## src/rtl/mips_mem_pkg.sv

```systemverilog
// rtl/mips_mem_pkg.sv - shared MEM-stage types, size codes and lane helpers
//
// Purpose: size codes, controller state encoding and the little-endian
// load-extend / store-merge functions used by the data-memory path.
// Ports: none (package).
package mips_mem_pkg;

  localparam logic [1:0] SZ_BYTE = 2'b00;
  localparam logic [1:0] SZ_HALF = 2'b01;
  localparam logic [1:0] SZ_WORD = 2'b10;

  typedef enum logic [1:0] {
    ST_IDLE    = 2'b00,
    ST_CPU_RD  = 2'b01,
    ST_CPU_RMW = 2'b10,
    ST_DBG_RD  = 2'b11
  } mem_state_t;

  // Pull the addressed lane down to bit 0 and sign/zero extend it.
  // Size code 11 falls through to the full-word case.
  function automatic logic [31:0] load_extend(input logic [31:0] word,
                                              input logic [1:0]  size,
                                              input logic [1:0]  lane,
                                              input logic        is_unsigned);
    logic [31:0] shifted;
    logic [31:0] result;
    result = word;
    if (size == SZ_BYTE) begin
      shifted = word >> {lane, 3'b000};
      result  = {{24{shifted[7] & ~is_unsigned}}, shifted[7:0]};
    end else if (size == SZ_HALF) begin
      shifted = word >> {lane[1], 4'b0000};
      result  = {{16{shifted[15] & ~is_unsigned}}, shifted[15:0]};
    end
    return result;
  endfunction

  // Replace the addressed lane of the old word with the low bits of wdata.
  function automatic logic [31:0] lane_merge(input logic [31:0] old_word,
                                             input logic [31:0] wdata,
                                             input logic [1:0]  size,
                                             input logic [1:0]  lane);
    logic [4:0]  sh;
    logic [31:0] mask;
    logic [31:0] result;
    result = wdata;
    if (size == SZ_BYTE) begin
      sh     = {lane, 3'b000};
      mask   = 32'h0000_00FF << sh;
      result = (old_word & ~mask) | ((wdata << sh) & mask);
    end else if (size == SZ_HALF) begin
      sh     = {lane[1], 4'b0000};
      mask   = 32'h0000_FFFF << sh;
      result = (old_word & ~mask) | ((wdata << sh) & mask);
    end
    return result;
  endfunction

endpackage

```

## src/rtl/mem_lane_fmt.sv

```systemverilog
// rtl/mem_lane_fmt.sv - combinational load extend and store merge
//
// Purpose: formats a RAM word for sub-word loads and builds the write word
// for byte/half stores. Purely combinational.
// Ports:
//   ram_word    in  32  word read from memory
//   wdata       in  32  right-aligned store data
//   size        in  2   size code (byte/half/word, 11 = word)
//   lane        in  2   byte address bits [1:0]
//   is_unsigned in  1   zero-extend loads
//   load_data   out 32  extended load result
//   store_word  out 32  old word with addressed lane replaced
module mem_lane_fmt
  import mips_mem_pkg::*;
(
  input  logic [31:0] ram_word,
  input  logic [31:0] wdata,
  input  logic [1:0]  size,
  input  logic [1:0]  lane,
  input  logic        is_unsigned,
  output logic [31:0] load_data,
  output logic [31:0] store_word
);

  assign load_data  = load_extend(ram_word, size, lane, is_unsigned);
  assign store_word = lane_merge(ram_word, wdata, size, lane);

endmodule

```

## src/rtl/mem_datos_ctrl.sv

```systemverilog
// rtl/mem_datos_ctrl.sv - ram_datos access controller and CPU/debug arbiter
//
// Purpose: arbitrates the single-port data RAM between the CPU MEM stage and
// the debug dump port, converts byte addresses to word indices, formats
// sub-word loads and performs byte/half stores as read-modify-write.
// Ports:
//   i_clk, i_reset                  clock, async active-high reset
//   i_cpu_* / o_cpu_*               CPU request, result, stall, misalign pulse
//   i_dbg_req, i_dbg_addr           debug word-read request
//   o_dbg_rdata, o_dbg_valid        registered debug result and pulse
//   o_ram_*, i_ram_dout             ram_datos port (read data one cycle later)
module mem_datos_ctrl
  import mips_mem_pkg::*;
#(
  parameter int RAM_WIDTH    = 32,
  parameter int ADDR_W       = 11,
  parameter int STARVE_LIMIT = 16
) (
  input  logic                 i_clk,
  input  logic                 i_reset,
  input  logic                 i_cpu_req,
  input  logic                 i_cpu_we,
  input  logic [1:0]           i_cpu_size,
  input  logic                 i_cpu_unsigned,
  input  logic [31:0]          i_cpu_addr,
  input  logic [RAM_WIDTH-1:0] i_cpu_wdata,
  output logic [RAM_WIDTH-1:0] o_cpu_rdata,
  output logic                 o_cpu_valid,
  output logic                 o_cpu_stall,
  output logic                 o_cpu_misaligned,
  input  logic                 i_dbg_req,
  input  logic [ADDR_W-1:0]    i_dbg_addr,
  output logic [RAM_WIDTH-1:0] o_dbg_rdata,
  output logic                 o_dbg_valid,
  output logic [ADDR_W-1:0]    o_ram_addr,
  output logic [RAM_WIDTH-1:0] o_ram_din,
  output logic                 o_ram_we,
  output logic                 o_ram_en,
  input  logic [RAM_WIDTH-1:0] i_ram_dout
);

  localparam int CW = $clog2(STARVE_LIMIT + 1);
  localparam logic [CW-1:0] STARVE_MAX = CW'(STARVE_LIMIT);

  mem_state_t          state;
  mem_state_t          state_next;
  logic [CW-1:0]       starve_cnt;
  logic                starve_full;
  logic                dbg_wins;
  logic                dbg_grant;
  logic [ADDR_W-1:0]   cpu_idx;
  logic                cpu_is_word;
  logic                cpu_misaligned;
  logic [31:0]         load_data;
  logic [31:0]         store_word;
  logic                unused_addr_hi;

  // Upper address bits are ignored so the address space wraps.
  assign cpu_idx        = i_cpu_addr[ADDR_W+1:2];
  assign unused_addr_hi = ^i_cpu_addr[31:ADDR_W+2];
  assign cpu_is_word    = i_cpu_size[1];
  assign cpu_misaligned = ((i_cpu_size == SZ_HALF) && i_cpu_addr[0]) ||
                          (cpu_is_word && (i_cpu_addr[1:0] != 2'b00));

  assign starve_full = (starve_cnt == STARVE_MAX);
  // CPU normally wins; a debug requester starved long enough takes the slot.
  assign dbg_wins    = i_dbg_req && (!i_cpu_req || starve_full);

  mem_lane_fmt u_lane_fmt (
    .ram_word    (i_ram_dout),
    .wdata       (i_cpu_wdata),
    .size        (i_cpu_size),
    .lane        (i_cpu_addr[1:0]),
    .is_unsigned (i_cpu_unsigned),
    .load_data   (load_data),
    .store_word  (store_word)
  );

  always_comb begin
    state_next       = state;
    o_ram_addr       = '0;
    o_ram_din        = '0;
    o_ram_we         = 1'b0;
    o_ram_en         = 1'b0;
    o_cpu_rdata      = '0;
    o_cpu_valid      = 1'b0;
    o_cpu_stall      = 1'b0;
    o_cpu_misaligned = 1'b0;
    dbg_grant        = 1'b0;
    case (state)
      ST_IDLE: begin
        if (dbg_wins) begin
          dbg_grant   = 1'b1;
          o_ram_en    = 1'b1;
          o_ram_addr  = i_dbg_addr;
          o_cpu_stall = i_cpu_req;
          state_next  = ST_DBG_RD;
        end else if (i_cpu_req) begin
          if (cpu_misaligned) begin
            o_cpu_misaligned = 1'b1;
            o_cpu_valid      = 1'b1;
          end else if (i_cpu_we && cpu_is_word) begin
            // Full-word store needs no read, completes in one cycle.
            o_ram_en    = 1'b1;
            o_ram_we    = 1'b1;
            o_ram_addr  = cpu_idx;
            o_ram_din   = i_cpu_wdata;
            o_cpu_valid = 1'b1;
          end else begin
            // Loads and sub-word stores both start with a read.
            o_ram_en    = 1'b1;
            o_ram_addr  = cpu_idx;
            o_cpu_stall = 1'b1;
            state_next  = i_cpu_we ? ST_CPU_RMW : ST_CPU_RD;
          end
        end
      end
      ST_CPU_RD: begin
        o_cpu_rdata = load_data;
        o_cpu_valid = 1'b1;
        state_next  = ST_IDLE;
      end
      ST_CPU_RMW: begin
        o_ram_en    = 1'b1;
        o_ram_we    = 1'b1;
        o_ram_addr  = cpu_idx;
        o_ram_din   = store_word;
        o_cpu_valid = 1'b1;
        state_next  = ST_IDLE;
      end
      ST_DBG_RD: begin
        o_cpu_stall = i_cpu_req;
        state_next  = ST_IDLE;
      end
      default: state_next = ST_IDLE;
    endcase
  end

  always_ff @(posedge i_clk or posedge i_reset) begin
    if (i_reset) begin
      state       <= ST_IDLE;
      starve_cnt  <= '0;
      o_dbg_rdata <= '0;
      o_dbg_valid <= 1'b0;
    end else begin
      state       <= state_next;
      o_dbg_valid <= 1'b0;
      if (state == ST_DBG_RD) begin
        o_dbg_rdata <= i_ram_dout;
        o_dbg_valid <= 1'b1;
      end
      // The debug read cycle itself is service, not denial.
      if (dbg_grant) begin
        starve_cnt <= '0;
      end else if (i_dbg_req && (state != ST_DBG_RD) && !starve_full) begin
        starve_cnt <= starve_cnt + 1'b1;
      end
    end
  end

endmodule
```

## config.mk

```make
export PLATFORM = sky130hd
export DESIGN_NAME = mem_datos_ctrl
export DESIGN_NICKNAME = d
export VERILOG_FILES = /design/src/rtl/mips_mem_pkg.sv /design/src/rtl/mem_lane_fmt.sv /design/src/rtl/mem_datos_ctrl.sv
export SDC_FILE = /design/constraint.sdc
export NUM_CORES = 1
export LEC_CHECK = 0
export CORE_UTILIZATION = 30
export DETAILED_ROUTE_END_ITERATION = 10
export SYNTH_ARGS = -nofsm -noshare
export SYNTH_HDL_FRONTEND = slang
export SYNTH_HIERARCHICAL = 1
export SYNTH_SLANG_ARGS = --single-unit
```

## constraint.sdc

```tcl
create_clock -name i_clk -period 2.2 [get_ports i_clk]
set_input_delay 0.33 -clock i_clk [delete_from_list [all_inputs] [get_ports i_clk]]
set_output_delay 0.33 -clock i_clk [all_outputs]
set_load 0.02 [all_outputs]
```

==> results of run 1 <==
## registers in the layout (all words and copies together), names as in the netlist
name and flops:
o_dbg_rdata 32, starve_cnt 5, o_dbg_valid 1, state 2
## per-stage QoR
stage | TNS, ns | hold slack (ns) | utilization (%) | power [uW] | cells
after global routing | -12.63 | 0.342 | 57.3 | 7360 | 937
after CTS | -6.87 | 0.313 | 56.8 | 6970 | 935
after detailed placement | -51.39 | 0.495 | 52.7 | 5940 | 907
after global placement | -50.26 | 0.491 | 52.7 | 5890 | 907
after floorplan | 0 | 0.482 | - | 3610 | 469
final | -8.34 | 0.301 | 57.3 | 6970 | 937
## cells by family after synthesis
group           share of synthesized area [%]
compound gates                           30.4
xor+xnor                                0.625
fa+ha+maj                                1.79
buf+inv                                  7.09
flops                                    23.8
mux                                      14.2
simple gates                             22.1
## worst max-delay path: stages (launching register included)
cell and delay [ns]:
dfrtp_1 0.36, inv_2 0.05, ha_4 0.15, and4bb_4 0.19
a21o_1 0.20, nor4_4 0.18, buf_4 0.17, buf_8 0.12
buf_16 0.14, a22o_1 0.14, buf_6 0.12
## area by class of cell
class,count,area share [%]
Clock buffer,5,1.62
Clock inverter,3,0.601
Inverter,11,0.536
Multi-Input combinational cell,373,39.7
Sequential cell,40,13.0
Tap cell,176,2.86
Timing Repair Buffer,329,41.7
## how the worst min path moves through the flow
stage	slack, ns	endpoint	startpoint	depth (start not counted)
2_1_floorplan	0.48	o_dbg_rdata[31]$_DFFE_PP0P_	i_ram_dout[31]	1
3_3_place_gp	0.49	o_dbg_rdata[20]$_DFFE_PP0P_	o_dbg_rdata[20]$_DFFE_PP0P_	1
3_5_place_dp	0.49	o_dbg_rdata[13]$_DFFE_PP0P_	o_dbg_rdata[13]$_DFFE_PP0P_	1
4_1_cts	0.31	o_dbg_rdata[7]$_DFFE_PP0P_	i_reset	2
5_1_grt	0.34	starve_cnt[1]$_DFFE_PP0P_	i_reset	2
6_report	0.30	o_dbg_rdata[7]$_DFFE_PP0P_	i_reset	2
## power by group through the flow
stage / Clock (uW) / Sequential, uW / Combinational, uW
6_report: 874 / 1290 / 4810
3_3_place_gp: 0 / 1290 / 4600
2_1_floorplan: 0 / 1670 / 1940
4_1_cts: 892 / 1290 / 4790
5_1_grt: 925 / 1340 / 5090
3_5_place_dp: 0 / 1300 / 4640
## synth_stat cells, types with 10 or more instances
cell type | n | area [sq um]
mux2_2 | 46 | 518
a22o_1 | 45 | 394
and2_1 | 40 | 250
dfrtp_1 | 40 | 1000
nor2b_1 | 30 | 188
clkbuf_1 | 21 | 78.8
o22ai_1 | 19 | 119
a21oi_1 | 17 | 85.1
nand2_1 | 17 | 63.8
nor2_1 | 14 | 52.6
a22oi_1 | 12 | 90.1
nand2b_1 | 11 | 68.8
and3_1 | 10 | 62.6
## timing repair
action | in CTS | in global routing
resized for setup | 467 | 28
gates cloned | 7 | 1
pin swaps | 48 | 15
setup endpoints to repair | 80 | 66
buffers inserted | 14 | 4
## layer usage
layer	routed length (um)	part of all wire, %	vias to the layer above	track usage [%]
met5	0	0	-	0
met4	379	2.0	0	6.94
met3	1640	8.6	27	6.04
met2	9230	48	276	44.6
met1	7870	41	2462	32.7
li1	-	-	2345	-
==> impl_metrics.py, run 1 <==
metrics = {
    "power": {
        "p_leak_uw": 0.00343,
        "pwr-share-seq_pct": 18.5,
        "switchingPower_uw": 2860,
        "power_density_mw_per_mm2": 904,
        "p_clk_share_pct": 12.5,
        "combPwrFrac_pct": 69.0,
        "intPower_uw": 4110,
        "swShare_pct": 41.0,
        "ir_drop_mv": 0.468,
    },
    "clock_network": {
        "postCtsHoldBufs": 0,
        "clock_sinks": 40,
        "clk_latency_ns": 0.29,
        "h-tree-depth": 2,
        "cts_tree": "yes",
        "clockBufferDepth": 2,
        "clk_pin_slew_worst_paths_ns": 0.07,
        "numCtsBuffers": 5,
        "root_buffer": "clkbuf_16",
    },
    "cells_and_area": {
        "insertedDiodeCount": 0,
        "fill_cells": 1221,
        "area_growth_syn_to_layout_pct": 83.4,
        "final_cell_mix": "clkdlybuf4s50_1, buf_4, buf_6, mux2_2",
        "seqCellArea_sq_mm": 0.00100,
        "layout-drive-gt1-share_pct": 39.9,
        "num-nets-final": 881,
        "fin_area_sq_mm": 0.00771,
        "multiInputGateArea_sq_mm": 0.00306,
        "final_common_cell": "clkdlybuf4s50_1",
    },
    "setup_path": {
        "r2r_start": "state[0]$_DFFE_PP0P_",
        "arrival_ns": 2.11,
        "critPathCapture": "o_ram_din[12]",
        "worst_setup_path_start_kind": "flop",
        "r2r_end": "starve_cnt[1]$_DFFE_PP0P_",
        "worst-r2r-cell-count": 7,
        "r2r_slack_ns": 0.33,
        "required_ns": 1.87,
        "path_class": "reg2out",
        "crit_path_start": "starve_cnt[0]$_DFFE_PP0P_",
        "critPathCaptureType": "output port",
        "cp_max_fo": 8,
    },
    "timing": {
        "fin_ws_ns": -0.243,
        "min_period_over_period_pct": 111,
        "clock_skew_ns": 0.00878,
        "hold_viol_final": 0,
        "fin_crit_ns": 2.44,
        "fmax_ghz": 0.409,
        "rsz0062_at_grt": "yes",
        "slew_headroom_pct": 70.1,
        "worstMarginPinSlew_ns": 0.446,
        "timing.final.max_slew_violations": 0,
        "finalSetupViolations": 45,
    },
    "hold_path": {
        "min_path_type": "in2async",
    },
    "die": {
        "io_pins": 228,
        "dieArea_sq_mm": 0.0145,
        "start_util_pct": 31.2,
        "dieWidth_um": 120,
        "num_rows": 42,
        "die_y_um": 120,
        "core_area_sq_mm": 0.0135,
    },
    "place": {
        "place.gp.congestion": 0.858,
        "hpwl_um": 14400,
        "dp_slack_ns": -0.771,
        "place_area_sq_mm": 0.00710,
        "portBuffers": 208,
    },
    "yosys": {
        "async_flop_share_pct": 100,
        "syn_inst": 469,
        "ys.flop_type": "dfrtp_1",
        "yosys.cell_types.count": 58,
        "mappedNetlistNets": 590,
        "synth_edf_count": 0,
        "netlist_area_sq_mm": 0.00420,
        "ys_ff_latch": 40,
        "postSynthAreaPerCell_sq_um": 8.96,
        "ys_warn_count": 6,
        "yosysSeqAreaShare_pct": 23.8,
    },
    "status": {
        "violations": "setup timing",
        "status": "finished with violations",
    },
    "route": {
        "final_antenna_net_count": 0,
        "drt-total-wl_um": 19100,
        "vias": 5110,
        "first_pass_iters": 5,
        "drtIter0Drc": 379,
        "routedWlPerCell_um": 20.4,
        "avgViaCountPerCell": 5.45,
        "drc": 0,
    },
    "grt": {
        "grt_first_pass_wirelength_um": 28900,
        "grt_pass1_vias": 5111,
        "antenna_found_initial": 0,
        "grt_max_degree": 33,
        "overflow": 0,
        "globalRouteTotalUtil_pct": 26.1,
    },
    "run": {
        "maxCapViolCount": 0,
    },
}
Note: power is estimated with default switching activity, not from simulation.
==> inputs of run 2 (changes only) <==
CORE_MARGIN = 2   (was default)
==> impl_metrics.py, run 2 (synthesized netlist as in run 1, its figures left out) <==
metrics = {
    "cells_and_area": {
        "num-nets-final": 896,
        "final_cell_mix": "clkdlybuf4s50_1, buf_4, buf_6, mux2_2, a22o_1",
        "fill_cells": 1267,
        "area_growth_syn_to_layout_pct": 85.4,
        "regMostFlops": "o_dbg_rdata",
        "insertedDiodeCount": 0,
        "seqCellArea_sq_mm": 0.00100,
        "largest_reg_flops": 32,
        "multiInputGateArea_sq_mm": 0.00306,
        "top_regs": "o_dbg_rdata x32, starve_cnt x5, state x2",
        "fin_area_sq_mm": 0.00779,
        "layout-drive-gt1-share_pct": 41.8,
    },
    "setup_path": {
        "worst-r2r-cell-count": 7,
        "cp_max_fo": 8,
        "required_ns": 1.87,
        "critPathSlowestCell": "dfrtp_1",
        "slowest_delay_ns": 0.35,
        "cpMostUsedCell": "buf_6",
        "r2r_slack_ns": 0.30,
        "critPathCaptureType": "output port",
        "r2r_start": "state[0]$_DFFE_PP0P_",
        "worst_setup_path_start_kind": "flop",
        "crit_chain": "inv_1 -> ha_2 -> and4bb_4 -> a21o_1 -> nor4_4 -> buf_6 -> buf_8 -> a22o_1 -> buf_6",
        "arrival_ns": 2.11,
        "r2r_end": "starve_cnt[1]$_DFFE_PP0P_",
        "path_class": "reg2out",
    },
    "timing": {
        "slew_headroom_pct": 60.5,
        "hold_viol_final": 0,
        "fmax_ghz": 0.409,
        "fin_crit_ns": 2.44,
        "timing.final.max_slew_violations": 0,
        "clock_skew_ns": 0.00698,
        "min_period_over_period_pct": 111,
        "finalSetupViolations": 45,
        "fin_ws_ns": -0.243,
        "worstMarginPinSlew_ns": 0.592,
        "rsz0062_at_grt": "yes",
    },
    "grt": {
        "grt_first_pass_wirelength_um": 29800,
        "antenna_found_initial": 0,
        "globalRouteTotalUtil_pct": 25.7,
        "overflow": 0,
        "grt_pass1_vias": 5293,
        "grt_max_degree": 33,
    },
    "power": {
        "ir_drop_mv": 0.567,
        "total_power_uw": 6920,
        "power_density_mw_per_mm2": 888,
        "p_leak_uw": 0.00346,
    },
    "die": {
        "dieWidth_um": 122,
        "die_y_um": 122,
        "core_area_sq_mm": 0.0138,
        "num_rows": 43,
        "dieArea_sq_mm": 0.0150,
        "start_util_pct": 30.5,
        "io_pins": 228,
    },
    "route": {
        "first_pass_iters": 5,
        "drt-total-wl_um": 19700,
        "drtIter0Drc": 422,
        "vias": 5193,
        "drc": 0,
        "routedWlPerCell_um": 20.7,
        "avgViaCountPerCell": 5.44,
        "final_antenna_net_count": 0,
    },
    "place": {
        "portBuffers": 208,
        "place.gp.congestion": 0.918,
        "place_area_sq_mm": 0.00724,
        "dp_slack_ns": -0.852,
        "hpwl_um": 15000,
    },
    "hold_path": {
        "min_path_type": "in2async",
    },
    "clock_network": {
        "clockBufferDepth": 2,
        "clk_latency_ns": 0.28,
        "root_buffer": "clkbuf_16",
        "clk_pin_slew_worst_paths_ns": 0.07,
        "clock_sinks": 40,
        "cts_tree": "yes",
        "numCtsBuffers": 5,
        "postCtsHoldBufs": 0,
        "h-tree-depth": 2,
    },
    "run": {
        "maxCapViolCount": 0,
    },
    "status": {
        "violations": "setup timing",
        "status": "finished with violations",
    },
}
[run 2: metrics by stage]
stage / util, % / setup TNS, ns / instances / hold slack, ns
2_1_floorplan: - / 0 / 469 / 0.482
3_3_place_gp: 52.6 / -53.76 / 930 / 0.489
3_5_place_dp: 52.6 / -54.72 / 930 / 0.495
4_1_cts: 55.5 / -9.89 / 953 / 0.434
5_1_grt: 56.6 / -11.59 / 955 / 0.422
6_report: 56.6 / -8.93 / 955 / 0.421
[run 2: per-layer routing]
layer	track usage (%)	share of wire [%]	vias to the layer above
met4	6.03	1.8	0
met5	0	0	-
met2	42.6	47	250
met1	34.1	43	2535
met3	5.58	8.2	27
li1	-	-	2381
[run 2: what timing repair did]
action                     4_1_cts  5_1_grt
buffers inserted                10        4
gates resized for setup        466       61
setup endpoints to repair       80       80
gates cloned                     7        2
pin swaps                       50       27
[run 2: critical path, delay by kind of cell, from the launching register on]
family / cells / cell delay [ns]
simple gates: 2 / 0.44
buf+inv: 4 / 0.51
fa+ha+maj: 1 / 0.17
flops: 1 / 0.35
compound gates: 2 / 0.35
[run 2: worst max path at each step]
stage,from,depth (start not counted),end,slack [ns]
after CTS,starve_cnt[0]$_DFFE_PP0P_,9,o_ram_din[15],-0.27
after global placement,i_cpu_addr[1],7,o_ram_din[15],-0.81
after detailed placement,i_cpu_addr[1],7,o_ram_din[14],-0.85
final,starve_cnt[0]$_DFFE_PP0P_,9,o_ram_din[31],-0.24
after floorplan,starve_cnt[0]$_DFFE_PP0P_,7,o_ram_din[0],0.08
after global routing,state[1]$_DFFE_PP0P_,9,o_ram_din[31],-0.30
[run 2: area by class of cell]
cell class | count | area share (%)
clock buffers | 6 | 1.65
repair buffers | 343 | 42.7
clock inverters | 1 | 0.0642
inverters | 11 | 0.578
multi-input cells | 374 | 39.3
well taps | 180 | 2.89
flip-flops and latches | 40 | 12.8
[run 2: power breakdown]
part / switching (uW) / leakage, uW / internal [uW] / total [uW]
logic: 2360 / 0.00291 / 2550 / 4910
clock network: 314 / 0.0000667 / 414 / 728
registers: 185 / 0.000485 / 1100 / 1280
total: 2860 / 0.00346 / 4060 / 6920
